$ cat src/rtl/sample_buf_pkg.sv
// Shared definitions for the sample capture buffers and their read-side streamer.
package sample_buf_pkg;

    parameter int NUMBER_OF_CHANNELS  = 7;
    parameter int NUMBER_OF_BITS      = 8;
    parameter int SAMPLES_BUFFER_SIZE = 10;
    parameter int BUFFER_SIZE         = NUMBER_OF_BITS * SAMPLES_BUFFER_SIZE;

    parameter logic [3:0] HEADER_PREFIX = 4'hA;

    typedef enum logic [1:0] {IDLE, HEADER, DATA} rd_state_t;

endpackage

$ cat src/rtl/sample_buffer_reader.sv
// Snapshots one or all capture-buffer channel windows and streams them
// byte-serially (header byte, then samples oldest first) over valid/ready.
module sample_buffer_reader #(
    parameter int NUMBER_OF_CHANNELS  = sample_buf_pkg::NUMBER_OF_CHANNELS,
    parameter int NUMBER_OF_BITS      = sample_buf_pkg::NUMBER_OF_BITS,
    parameter int SAMPLES_BUFFER_SIZE = sample_buf_pkg::SAMPLES_BUFFER_SIZE
) (
    input  logic                                                       clk,
    input  logic                                                       rst_n,
    input  logic                                                       ena,
    input  logic [NUMBER_OF_CHANNELS*NUMBER_OF_BITS*SAMPLES_BUFFER_SIZE-1:0] buf_in,
    input  logic                                                       start,
    input  logic [3:0]                                                 ch_sel,
    input  logic                                                       all_ch,
    output logic [7:0]                                                 out_data,
    output logic                                                       out_valid,
    input  logic                                                       out_ready,
    output logic                                                       out_last,
    output logic                                                       busy,
    output logic                                                       sel_err
);
    import sample_buf_pkg::*;

    localparam int BUF_W = NUMBER_OF_BITS * SAMPLES_BUFFER_SIZE;
    localparam int SIW   = (SAMPLES_BUFFER_SIZE > 1) ? $clog2(SAMPLES_BUFFER_SIZE) : 1;
    localparam logic [SIW-1:0] LAST_SAMPLE = SIW'(SAMPLES_BUFFER_SIZE - 1);
    localparam logic [3:0]     LAST_CH     = 4'(NUMBER_OF_CHANNELS - 1);

    rd_state_t                                            state;
    logic [3:0]                                           ch_idx;
    logic [SIW-1:0]                                       sample_idx;
    logic                                                 mode_all;
    logic [SAMPLES_BUFFER_SIZE-1:0][NUMBER_OF_BITS-1:0]   snapshot;

    logic [3:0]                start_ch;
    logic [3:0]                sel_ch;
    logic [BUF_W-1:0]          sel_slice;
    logic [SIW-1:0]            nxt_idx;
    logic [NUMBER_OF_BITS-1:0] nxt_byte;
    logic                      sel_bad;
    logic                      final_ch;
    logic                      xfer;

    assign start_ch = all_ch ? 4'd0 : ch_sel;
    // In IDLE the slice mux serves the start request; otherwise it looks ahead to the next channel.
    assign sel_ch   = (state == IDLE) ? start_ch : ch_idx + 4'd1;
    assign sel_bad  = !all_ch && ({1'b0, ch_sel} >= 5'(NUMBER_OF_CHANNELS));
    assign final_ch = !mode_all || (ch_idx == LAST_CH);
    assign nxt_idx  = (state == HEADER) ? '0 : sample_idx + 1'b1;
    assign xfer     = out_valid && out_ready;
    assign busy     = (state != IDLE);

    always_comb begin
        sel_slice = '0;
        for (int c = 0; c < NUMBER_OF_CHANNELS; c++)
            if (sel_ch == 4'(c)) sel_slice = buf_in[c*BUF_W +: BUF_W];
    end

    always_comb begin
        nxt_byte = '0;
        for (int k = 0; k < SAMPLES_BUFFER_SIZE; k++)
            if (nxt_idx == SIW'(k)) nxt_byte = snapshot[k];
    end

    always_ff @(posedge clk) begin
        if (!rst_n) begin
            state      <= IDLE;
            ch_idx     <= '0;
            sample_idx <= '0;
            mode_all   <= 1'b0;
            snapshot   <= '0;
            out_data   <= '0;
            out_valid  <= 1'b0;
            out_last   <= 1'b0;
            sel_err    <= 1'b0;
        end else if (ena) begin
            sel_err <= 1'b0;
            case (state)
                IDLE: begin
                    if (start) begin
                        if (sel_bad) begin
                            sel_err <= 1'b1;
                        end else begin
                            ch_idx    <= start_ch;
                            mode_all  <= all_ch;
                            snapshot  <= sel_slice;
                            out_data  <= {HEADER_PREFIX, start_ch};
                            out_valid <= 1'b1;
                            out_last  <= 1'b0;
                            state     <= HEADER;
                        end
                    end
                end
                HEADER: begin
                    if (xfer) begin
                        sample_idx <= '0;
                        out_data   <= nxt_byte;
                        out_last   <= final_ch && (LAST_SAMPLE == '0);
                        state      <= DATA;
                    end
                end
                DATA: begin
                    if (xfer) begin
                        if (sample_idx != LAST_SAMPLE) begin
                            sample_idx <= nxt_idx;
                            out_data   <= nxt_byte;
                            out_last   <= final_ch && (nxt_idx == LAST_SAMPLE);
                        end else if (!final_ch) begin
                            ch_idx   <= sel_ch;
                            snapshot <= sel_slice;
                            out_data <= {HEADER_PREFIX, sel_ch};
                            out_last <= 1'b0;
                            state    <= HEADER;
                        end else begin
                            out_valid <= 1'b0;
                            out_last  <= 1'b0;
                            state     <= IDLE;
                        end
                    end
                end
                default: state <= IDLE;
            endcase
        end
    end

endmodule
$ cat config.mk
export PLATFORM = sky130hd
export DESIGN_NAME = sample_buffer_reader
export DESIGN_NICKNAME = d
export VERILOG_FILES = /design/src/rtl/sample_buf_pkg.sv /design/src/rtl/sample_buffer_reader.sv
export SDC_FILE = /design/constraint.sdc
export NUM_CORES = 1
export LEC_CHECK = 0
export BUFFER_PORTS_ARGS = -buffer_cell sky130_fd_sc_hd__buf_2
export CORE_AREA = 2 2 224 226
export DETAILED_ROUTE_END_ITERATION = 16
export DIE_AREA = 0 0 226 228
export GPL_TIMING_DRIVEN = 1
export HOLD_SLACK_MARGIN = 0.03
export PLACE_DENSITY_LB_ADDON = 0.2
export SETUP_SLACK_MARGIN = 0.4
export SLEW_MARGIN = 20
export SYNTH_ARGS = -nofsm -noshare
export SYNTH_HDL_FRONTEND = slang
export SYNTH_SLANG_ARGS = --single-unit
export TNS_END_PERCENT = 1
$ cat constraint.sdc
create_clock -name clk -period 2.7 [get_ports clk]
set_clock_uncertainty 0.15 [all_clocks]
set_input_delay 0.27 -clock clk [delete_from_list [all_inputs] [get_ports clk]]
set_output_delay 0.27 -clock clk [all_outputs]
set_load 0.02 [all_outputs]
==> results of run 1 <==
final cells by class:
cell class	instances	area, um2	share of cell area
flip-flops and latches	102	2051	0.1425
clock inverters	6	93.84	0.006521
clock buffers	10	239.0	0.01661
multi-input cells	999	6579	0.4571
well taps	672	840.8	0.05842
repair buffers	712	4472	0.3107
inverters	25	96.34	0.006694
diodes	8	20.02	0.001391
flip-flops by register name, indices dropped and copies added (netlist names):
register and flops:
ch_idx 4, mode_all 1, out_data 8, out_last 1
out_valid 1, sample_idx 4, sel_err 1, snapshot 80
state 2
per-layer routing:
layer | track usage | vias up | part of all wire
li1 | - | 6142 | -
met1 | 0.2865 | 6418 | 0.42
met2 | 0.3929 | 600 | 0.49
met3 | 0.03709 | 81 | 0.060
met4 | 0.06788 | 2 | 0.026
met5 | 0 | - | 0.00018
final timing paths:
check                    start           end  slack (ps)  cells past startpoint
setup / recovery     ch_idx[1]  snapshot[18]         160                      9
hold / removal     buf_in[318]  snapshot[78]          40                      3
setup reg to reg     ch_idx[1]  snapshot[18]         160                      9
hold reg to reg   snapshot[21]  snapshot[21]         330                      1
metrics by stage:
stage / TNS, ps / area [um2] / util / worst slack (ps)
floorplan: 0 / 9092 / - / 355.6
global placement: -119.2 / 13150 / 0.2665 / -56.73
detailed placement: -362.7 / 13150 / 0.2665 / -99.73
CTS: 0 / 14080 / 0.2853 / 164.0
global route: 0 / 14390 / 0.2916 / 65.34
finish: 0 / 14390 / 0.2916 / 158.6
logic make-up after synthesis:
logic type | Yosys count | synth area share
adder cells (fa/ha/maj) | 8 | 0.01108
buffers and inverters | 164 | 0.08437
AO/OA/AOI/OAI | 557 | 0.4403
multiplexers | 11 | 0.01372
flip-flops | 102 | 0.2261
AND/OR/NAND/NOR | 419 | 0.2206
XOR/XNOR | 4 | 0.003880
power by group through the flow:
stage / logic, uW / registers (uW) / clock network (uW)
after floorplan: 2150 / 1850 / 0
after global placement: 3680 / 1980 / 0
after CTS: 4150 / 1940 / 1590
after global routing: 4650 / 1960 / 1620
after detailed placement: 3680 / 1970 / 0
final: 4310 / 1940 / 1530
synth_stat cells (6+ instances only):
library cell  count  area [um2]
o21ai_0         182       910.9
nand2_1         118       442.9
dfxtp_1         102        2042
nor2_1           99       371.6
a221oi_1         82       718.2
nor3_1           72       360.4
a222oi_1         65       650.6
o2bb2ai_1        64       560.5
buf_2            57       285.3
clkbuf_1         55       206.5
a21oi_1          47       235.2
nand3_1          39       195.2
o22ai_1          31       193.9
and2_1           25       156.4
inv_1            23       86.33
and3_1           19       118.9
a211oi_1         11       82.58
buf_1            11       41.29
buf_4            11       82.58
o21ai_1          11       55.05
nand2b_1         10       62.56
nor2b_1          10       62.56
mux2i_1           9       90.09
ha_1              8       100.1
nand3b_1          7       52.55
o211ai_1          7       52.55
a31oi_1           6       37.54
o31ai_1           6       45.04
worst max-delay path, cell delays in order (launching register included):
cell and delay [ps]:
dfxtp_4 360, ha_4 240, or3b_4 240, o31ai_4 70, buf_12 160, bufbuf_16 300
a222oi_1 430, nor3_1 80, a221oi_1 290, o2bb2ai_1 90
layout by cell type, fill, tap and decap left out, drive strengths merged, types with 31 or more instances in the layout:
| master | synthesis | final |
|---|---|---|
| dfxtp | 102 | 102 |
| a21oi | 48 | 48 |
| nor2 | 99 | 99 |
| o21ai | 193 | 193 |
| o22ai | 31 | 31 |
| buf | 83 | 698 |
| nand3 | 40 | 40 |
| nor3 | 72 | 72 |
| o2bb2ai | 64 | 64 |
| a221oi | 82 | 82 |
| a222oi | 65 | 65 |
| nand2 | 118 | 118 |
timing repair:
item	4_1_cts	5_1_grt
endpoints found under the setup margin	92	92
setup buffers	18	5
pin swaps	11	17
endpoints found under the hold margin	8	0
cloned	6	3
hold buffers	8	0
gates resized for setup	42	34
==> metrics.yaml, run 1 <==
wl_mm: 61.24
yosys_warnings: 0
syn_to_final_growth_pct: 59.35
clkPwrFrac: 0.197
synth_cells: 1265
drive_above_1_share: 0.4304
worst_skew_pair.late_latency_ps: 370
die_h_um: 228
placementRows: 82
slew_headroom: 0.5943
cts.htree.levels: 3
syn_area_mm2: 0.009031
die_area_mm2: 0.05153
setup_viol: 0
grt_pass1_wl_mm: 87.06
cp.required_ps: 2810
worstSetupPathType: "flip-flop to flip-flop"
vias: 13240
overflow: 0
place_inst: 2470
pwr-share-comb: 0.554
wl_per_cell_um: 24.17
vias_per_cell: 5.226
route.detailed.drc: 0
portBuffers: 581
power_uw: 7782
ant_nets: 0
io_pins: 582
worst_pin_slew_ps: 608.5
async_reset_ff_frac: 0
final_cells: 2534
cts_max_path_buffers: 2
coreArea_mm2: 0.04935
power.switching_uw: 3319
worstHoldPathType: "primary input to flip-flop"
min_period_ps: 2541
finalCritPeriodShare: 0.9412
first_global_vias: 13150
power.density_mw_per_mm2: 540.7
root_buffer: "clkbuf_16"
maxCapViolations: 0
p_leak_uw: 0.005925
drt_iter0_drc: 1183
routabilityCongestion: 0.8986
worst_ep_arrival_time_ps: 2650
ys.flop_type: "dfxtp_1"
power_frac_seq: 0.249
path_clk_slew_ps: 80
antenna_found_initial: 15
drv_slew: 0
cts_tree: "done"
fillCellCount: 5463
synthesis.nets: 1843
synth_edf_count: 0
ir_worst_vdd_uv: 276.2
die_x_um: 226
worst_setup_path_end_kind: "flip-flop"
p_sw_frac: 0.4265
synth.avg_cell_area_um2: 7.139
synth_cell_type_count: 75
dr.pass1.iters: 9
hold_viol: 0
final_nets: 2427
gr-usage-all-layers: 0.2270
ys_seq_elements: 102
hpwl_mm: 47.92
startpoint_type: "flip-flop"
synth-seq-area-share: 0.2261
grt_max_degree: 60
crit_fanout: 18
cts_buffers: 9
rsz0062_at_grt: "yes"
p_int_uw: 4463
hold_slack_ps: 38.76
start_util: 0.1830
clock.fmax_mhz: 393.5
status: "finished, final reports clean"
cts_sinks: 102
Note: power is estimated with default switching activity, not from simulation.
==> run 2, diff against run 1 <==
--- a/config.mk
+++ b/config.mk
@@ -6,9 +6,9 @@
 export NUM_CORES = 1
 export LEC_CHECK = 0
 export BUFFER_PORTS_ARGS = -buffer_cell sky130_fd_sc_hd__buf_2
-export CORE_AREA = 2 2 224 226
+export CORE_AREA = 10 10 219 221
 export DETAILED_ROUTE_END_ITERATION = 16
-export DIE_AREA = 0 0 226 228
+export DIE_AREA = 0 0 229 231
 export GPL_TIMING_DRIVEN = 1
 export HOLD_SLACK_MARGIN = 0.03
 export PLACE_DENSITY_LB_ADDON = 0.2
==> metrics.yaml, run 2 (synthesis results as in run 1) <==
largest_reg_flops: 80  # unchanged
min_period_ps: 2623  # +81.15 ps
worstHoldPathType: "primary input to flip-flop"
fin_area_mm2: 0.01412  # -1.9%
start_util: 0.2065  # +0.02347
drv_slew: 0  # unchanged
crit_chain: "inv_2 > ha_4 > buf_6 > buf_4 > a22o_4 > buf_12 > a222oi_1 > nor3_1 > a221oi_1 > o2bb2ai_1"
worstSetupPathType: "flip-flop to flip-flop"
cp_slowest_cell: "a222oi_1"
portBuffers: 581  # unchanged
ant_nets: 0  # unchanged
cp.required_ps: 2800  # about the same
cts_tree: "done"
hpwl_mm: 49.45  # +3.2%
cts_max_path_buffers: 2  # unchanged
overflow: 0  # unchanged
path_clk_slew_ps: 90  # about the same
worst_pin_slew_ps: 652.3  # +43.73 ps
maxCapViolations: 0  # unchanged
setup_viol: 0  # unchanged
vias: 13010  # -1.8%
reg2reg_depth: 10  # +1
worst_skew_pair.late_latency_ps: 370  # about the same
first_global_vias: 13460  # +2.3%
wl_mm: 63.05  # +3.0%
min_delay_path_depth: 3  # unchanged
r2r_slack_ps: 80  # -80 ps
status: "finished, final reports clean"
vias_per_cell: 5.302  # +1.4%
antenna_found_initial: 16  # +1
drt_iter0_drc: 1223  # +3.4%
cts.htree.levels: 3  # unchanged
top_register: "snapshot"
dpl-instance-area_mm2: 0.01298  # -1.3%
drive_above_1_share: 0.4195  # -0.01087
clock.fmax_mhz: 381.3  # -3.1%
io_pins: 582  # unchanged
die_h_um: 231  # +1.3%
crit_cells: 10  # +1
startpoint_type: "flip-flop"
root_buffer: "clkbuf_16"
hold_slack_ps: 37.68  # -1.080 ps
placementRows: 77  # -6.1%
wl_per_cell_um: 25.70  # +6.4%
layout_common_cells: "buf_2 (581), o21ai_0 (181), nand2_1 (116)"
path_delay_family: "compound AO/OA/AOI/OAI gates"
crit_fanout: 7  # -11
power_uw: 7547  # -3.0%
path_buf_inv: 4  # +2
power.density_mw_per_mm2: 534.3  # -1.2%
worst_setup_path_end_kind: "flip-flop"
reg_top3: "snapshot: 80 flops, out_data: 8 flops"
cts_buffers: 9  # unchanged
rsz0062_at_grt: "yes"
dr.pass1.iters: 8  # -1
route.detailed.drc: 0  # unchanged
ir_worst_vdd_uv: 279.9  # +1.3%
mostFrequentLayoutCell: "buf_2"
finalCritPeriodShare: 0.9713  # +0.03005
cts_sinks: 102  # unchanged
tns_ps: 0  # unchanged
grt_pass1_wl_mm: 89.99  # +3.4%
die_area_mm2: 0.05290  # +2.7%
cpPeakStageDelay_ps: 540  # +110 ps
final_nets: 2425  # -0.082%
syn_to_final_growth_pct: 56.40
grt_max_degree: 61  # +1.7%
worst_ep_arrival_time_ps: 2720  # +70 ps
coreArea_mm2: 0.04374  # -11%
p_leak_uw: 0.005883  # -0.71%
fin_util: 0.3229  # +0.03131
gr-usage-all-layers: 0.2229  # -0.004067
routabilityCongestion: 0.9453  # +5.2%
die_x_um: 229  # +1.3%
hold_viol: 0  # unchanged
slew_headroom: 0.5652  # -0.02915
## run 2: area by class of cell
class                      count  area [um2]
multi-input combinational    999        6485
sequential                   102        2049
timing repair buffer         710        4447
inverter                      25       96.34
tap                          592       740.7
clock inverter                 5       41.29
antenna                        9       22.52
clock buffer                  11       242.7
fill                        4816       29610
## run 2: layer usage
| layer | global-route usage | wire length (um) |
|---|---|---|
| met3 | 0.05237 | 4165 |
| met2 | 0.3884 | 31480 |
| met5 | 0 | 82 |
| met1 | 0.2684 | 25880 |
| met4 | 0.06269 | 1441 |
## run 2: through the flow
step / worst slack (ps) / std cells
final: 77.48 / 2453
after global routing: 0.4385 / 2453
after CTS: 134.6 / 2438
after detailed placement: -91.87 / 2381
after global placement: -71.62 / 2381
after floorplan: 355.6 / 1265
## run 2: worst paths after layout
check,from,endpoint
setup / recovery,state[1],snapshot[25]
hold / removal,buf_in[281],snapshot[41]
setup reg to reg,state[1],snapshot[25]
hold reg to reg,snapshot[64],snapshot[64]
## run 2: worst register-to-register path, delay by kind of cell (launching register included)
family | cells | cell delay, ps
AND/OR/NAND/NOR | 1 | 140
adder cells (fa/ha/maj) | 1 | 180
buffers and inverters | 4 | 490
flip-flops | 1 | 350
AO/OA/AOI/OAI | 4 | 1190
## run 2: where the power goes
part | leakage, uW | internal, uW | switching (uW)
Sequential | 0.000834 | 1710 | 223
Clock | 0.000139 | 667 | 708
Combinational | 0.00491 | 1880 | 2360
Total | 0.00588 | 4260 | 3290
## run 2: what timing repair did
item | in CTS | in global routing
hold endpoints to repair | 4 | 0
buffers inserted | 30 | 5
setup endpoints to repair | 92 | 96
gates resized for setup | 35 | 15
pin swaps | 14 | 9
hold buffers | 4 | 0
gates cloned | 7 | 1
==> run 3, diff against run 2 <==
--- a/config.mk
+++ b/config.mk
@@ -11,6 +11,7 @@
 export DIE_AREA = 0 0 229 231
 export GPL_TIMING_DRIVEN = 1
 export HOLD_SLACK_MARGIN = 0.03
+export MAX_ROUTING_LAYER = met4
 export PLACE_DENSITY_LB_ADDON = 0.2
 export SETUP_SLACK_MARGIN = 0.4
 export SLEW_MARGIN = 20
==> metrics.yaml, run 3 (synthesis results as in run 1) <==
min_period_ps: 2519  # -103.1 ps
worst_skew_pair.late_latency_ps: 370  # about the same
gr-usage-all-layers: 0.2307  # +0.007750
cts_buffers: 9  # unchanged
drv_slew: 0  # unchanged
finalCritPeriodShare: 0.9331  # -0.03819
startpoint_type: "flip-flop"
root_buffer: "clkbuf_16"
largest_reg_flops: 80  # unchanged
power_uw: 7532  # -0.19%
worstSetupPathType: "flip-flop to flip-flop"
maxCapViolations: 0  # unchanged
r2r_slack_ps: 180  # +100 ps
clkPwrFrac: 0.180  # -0.002
coreArea_mm2: 0.04374  # unchanged
worst_pin_slew_ps: 539.7  # -112.6 ps
hold_end: "snapshot[20]"
p_sw_frac: 0.4359  # about the same
routabilityCongestion: 0.9480  # +0.29%
cts_tree: "done"
worst_ep_arrival_time_ps: 2610  # -110 ps
status: "finished, final reports clean"
overflow: 0  # unchanged
hpwl_mm: 49.61  # +0.32%
layout_common_cells: "buf_2 (581), o21ai_0 (176), nand2_1 (116)"
worstHoldPathType: "primary input to flip-flop"
power.switching_uw: 3283  # -0.20%
die_area_mm2: 0.05290  # unchanged
setup_viol: 0  # unchanged
portBuffers: 581  # unchanged
path_clk_slew_ps: 90  # about the same
antenna_found_initial: 15  # -1
vias: 13170  # +1.3%
pwr-share-comb: 0.563  # +0.002
crit_fanout: 20  # +13
clock.fmax_mhz: 396.9  # +4.1%
wl_mm: 63.74  # +1.1%
first_global_vias: 13480  # +0.15%
slew_headroom: 0.6402  # +0.07504
cp.required_ps: 2790  # about the same
hold_start: "buf_in[500]"
rsz0062_at_grt: "yes"
io_pins: 582  # unchanged
mostFrequentLayoutCell: "buf_2"
ir_worst_vdd_uv: 265.1  # -5.3%
r2r-start: "state[0]"
min_delay_path_depth: 3  # unchanged
reg2reg_depth: 11  # +1
power.density_mw_per_mm2: 532.6  # -0.31%
vias_per_cell: 5.370  # +1.3%
hold_viol: 0  # unchanged
grt_pass1_wl_mm: 90.07  # about the same
cts_sinks: 102  # unchanged
ant_nets: 0  # unchanged
power_frac_seq: 0.257  # about the same
top_register: "snapshot"
cts_max_path_buffers: 2  # unchanged
start_util: 0.2065  # unchanged
grt_max_degree: 64  # +4.9%
final_nets: 2419  # -0.25%
fin_util: 0.3233  # +0.0003720
placementRows: 77  # unchanged
drt_iter0_drc: 1374  # +12%
die_x_um: 229  # unchanged
worst_setup_path_end_kind: "flip-flop"
cts.htree.levels: 3  # unchanged
drive_above_1_share: 0.4220  # +0.002447
p_leak_uw: 0.005859  # -0.40%
startpoint: "state[0]"
p_int_uw: 4249  # -0.19%
die_h_um: 231  # unchanged
r2r-end: "snapshot[66]"
reg_top3: "snapshot: 80 flops, out_data: 8 flops"
route.detailed.drc: 0  # unchanged
wl_per_cell_um: 25.99  # +1.1%
dr.pass1.iters: 9  # +1
syn_to_final_growth_pct: 56.58
==> run 3: cell types whose count changed in the layout (fill, tap and decap cells not counted), sizes merged <==
cell         before  now
bufbuf            3    1
buf             702  695
dlygate4sd3       4    6
clkbuf           12   14
clkinvlp          1    0
clkinv            2    5
inv              27   24
diode             9   14
==> run 3: worst max path at each step <==
stage / end / slack (ps) / cells past startpoint
floorplan: snapshot[24] / 360 / 11
global placement: out_data[2] / -220 / 9
detailed placement: out_data[2] / -190 / 9
CTS: snapshot[23] / 210 / 11
global route: snapshot[58] / 80 / 11
finish: snapshot[66] / 180 / 11
==> run 3: layout make-up <==
| class | count | area (um2) |
|---|---|---|
| Clock inverter | 4 | 31.28 |
| Sequential cell | 102 | 2049 |
| Timing Repair Buffer | 704 | 4392 |
| Tap cell | 592 | 740.7 |
| Fill cell | 4874 | 29600 |
| Inverter | 25 | 96.34 |
| Antenna cell | 14 | 35.03 |
| Multi-Input combinational cell | 999 | 6540 |
| Clock buffer | 12 | 256.5 |
==> run 3: power groups by stage <==
stage | clock, uW | combinational (uW) | sequential [uW]
2_1_floorplan | 0 | 2150 | 1850
3_3_place_gp | 0 | 3580 | 1980
3_5_place_dp | 0 | 3590 | 1970
4_1_cts | 1400 | 4080 | 1940
5_1_grt | 1460 | 4570 | 1960
6_report | 1350 | 4240 | 1940
==> run 3: repair_timing <==
item	CTS	global route
hold buffers	6	0
hold endpoints to repair	6	0
gates cloned	7	2
pin swaps	20	14
gates resized for setup	62	16
endpoints found under the setup margin	92	94
buffers inserted	20	7
==> run 3: per-layer routing <==
layer / vias up / part of all wire / track usage
met5: - / 0 / -
met4: 0 / 0.021 / 0.06145
met3: 59 / 0.066 / 0.04550
met2: 556 / 0.50 / 0.3884
met1: 6414 / 0.41 / 0.2764
li1: 6139 / - / -
==> run 3: worst max-delay path, stage by stage, from the launching register on <==
cell       delay, ps
dfxtp_2          350
inv_2             50
ha_4             170
buf_4            160
inv_4            120
mux2i_4          340
buf_4            180
a2111oi_4         50
buf_6            180
buf_12           160
a221oi_1         370
o2bb2ai_1         90
==> run 3: metrics by stage <==
step / cells / worst slack, ps / TNS [ps] / hold WS, ps / area (um2)
2_1_floorplan: 1265 / 355.6 / 0 / 274.2 / 9092
3_5_place_dp: 2380 / -186.0 / -398.3 / 307.1 / 12970
3_3_place_gp: 2380 / -218.9 / -384.5 / 303.0 / 12970
4_1_cts: 2429 / 214.2 / 0 / 31.77 / 13940
6_report: 2452 / 180.6 / 0 / 40.16 / 14140
5_1_grt: 2451 / 84.50 / 0 / 45.20 / 14140
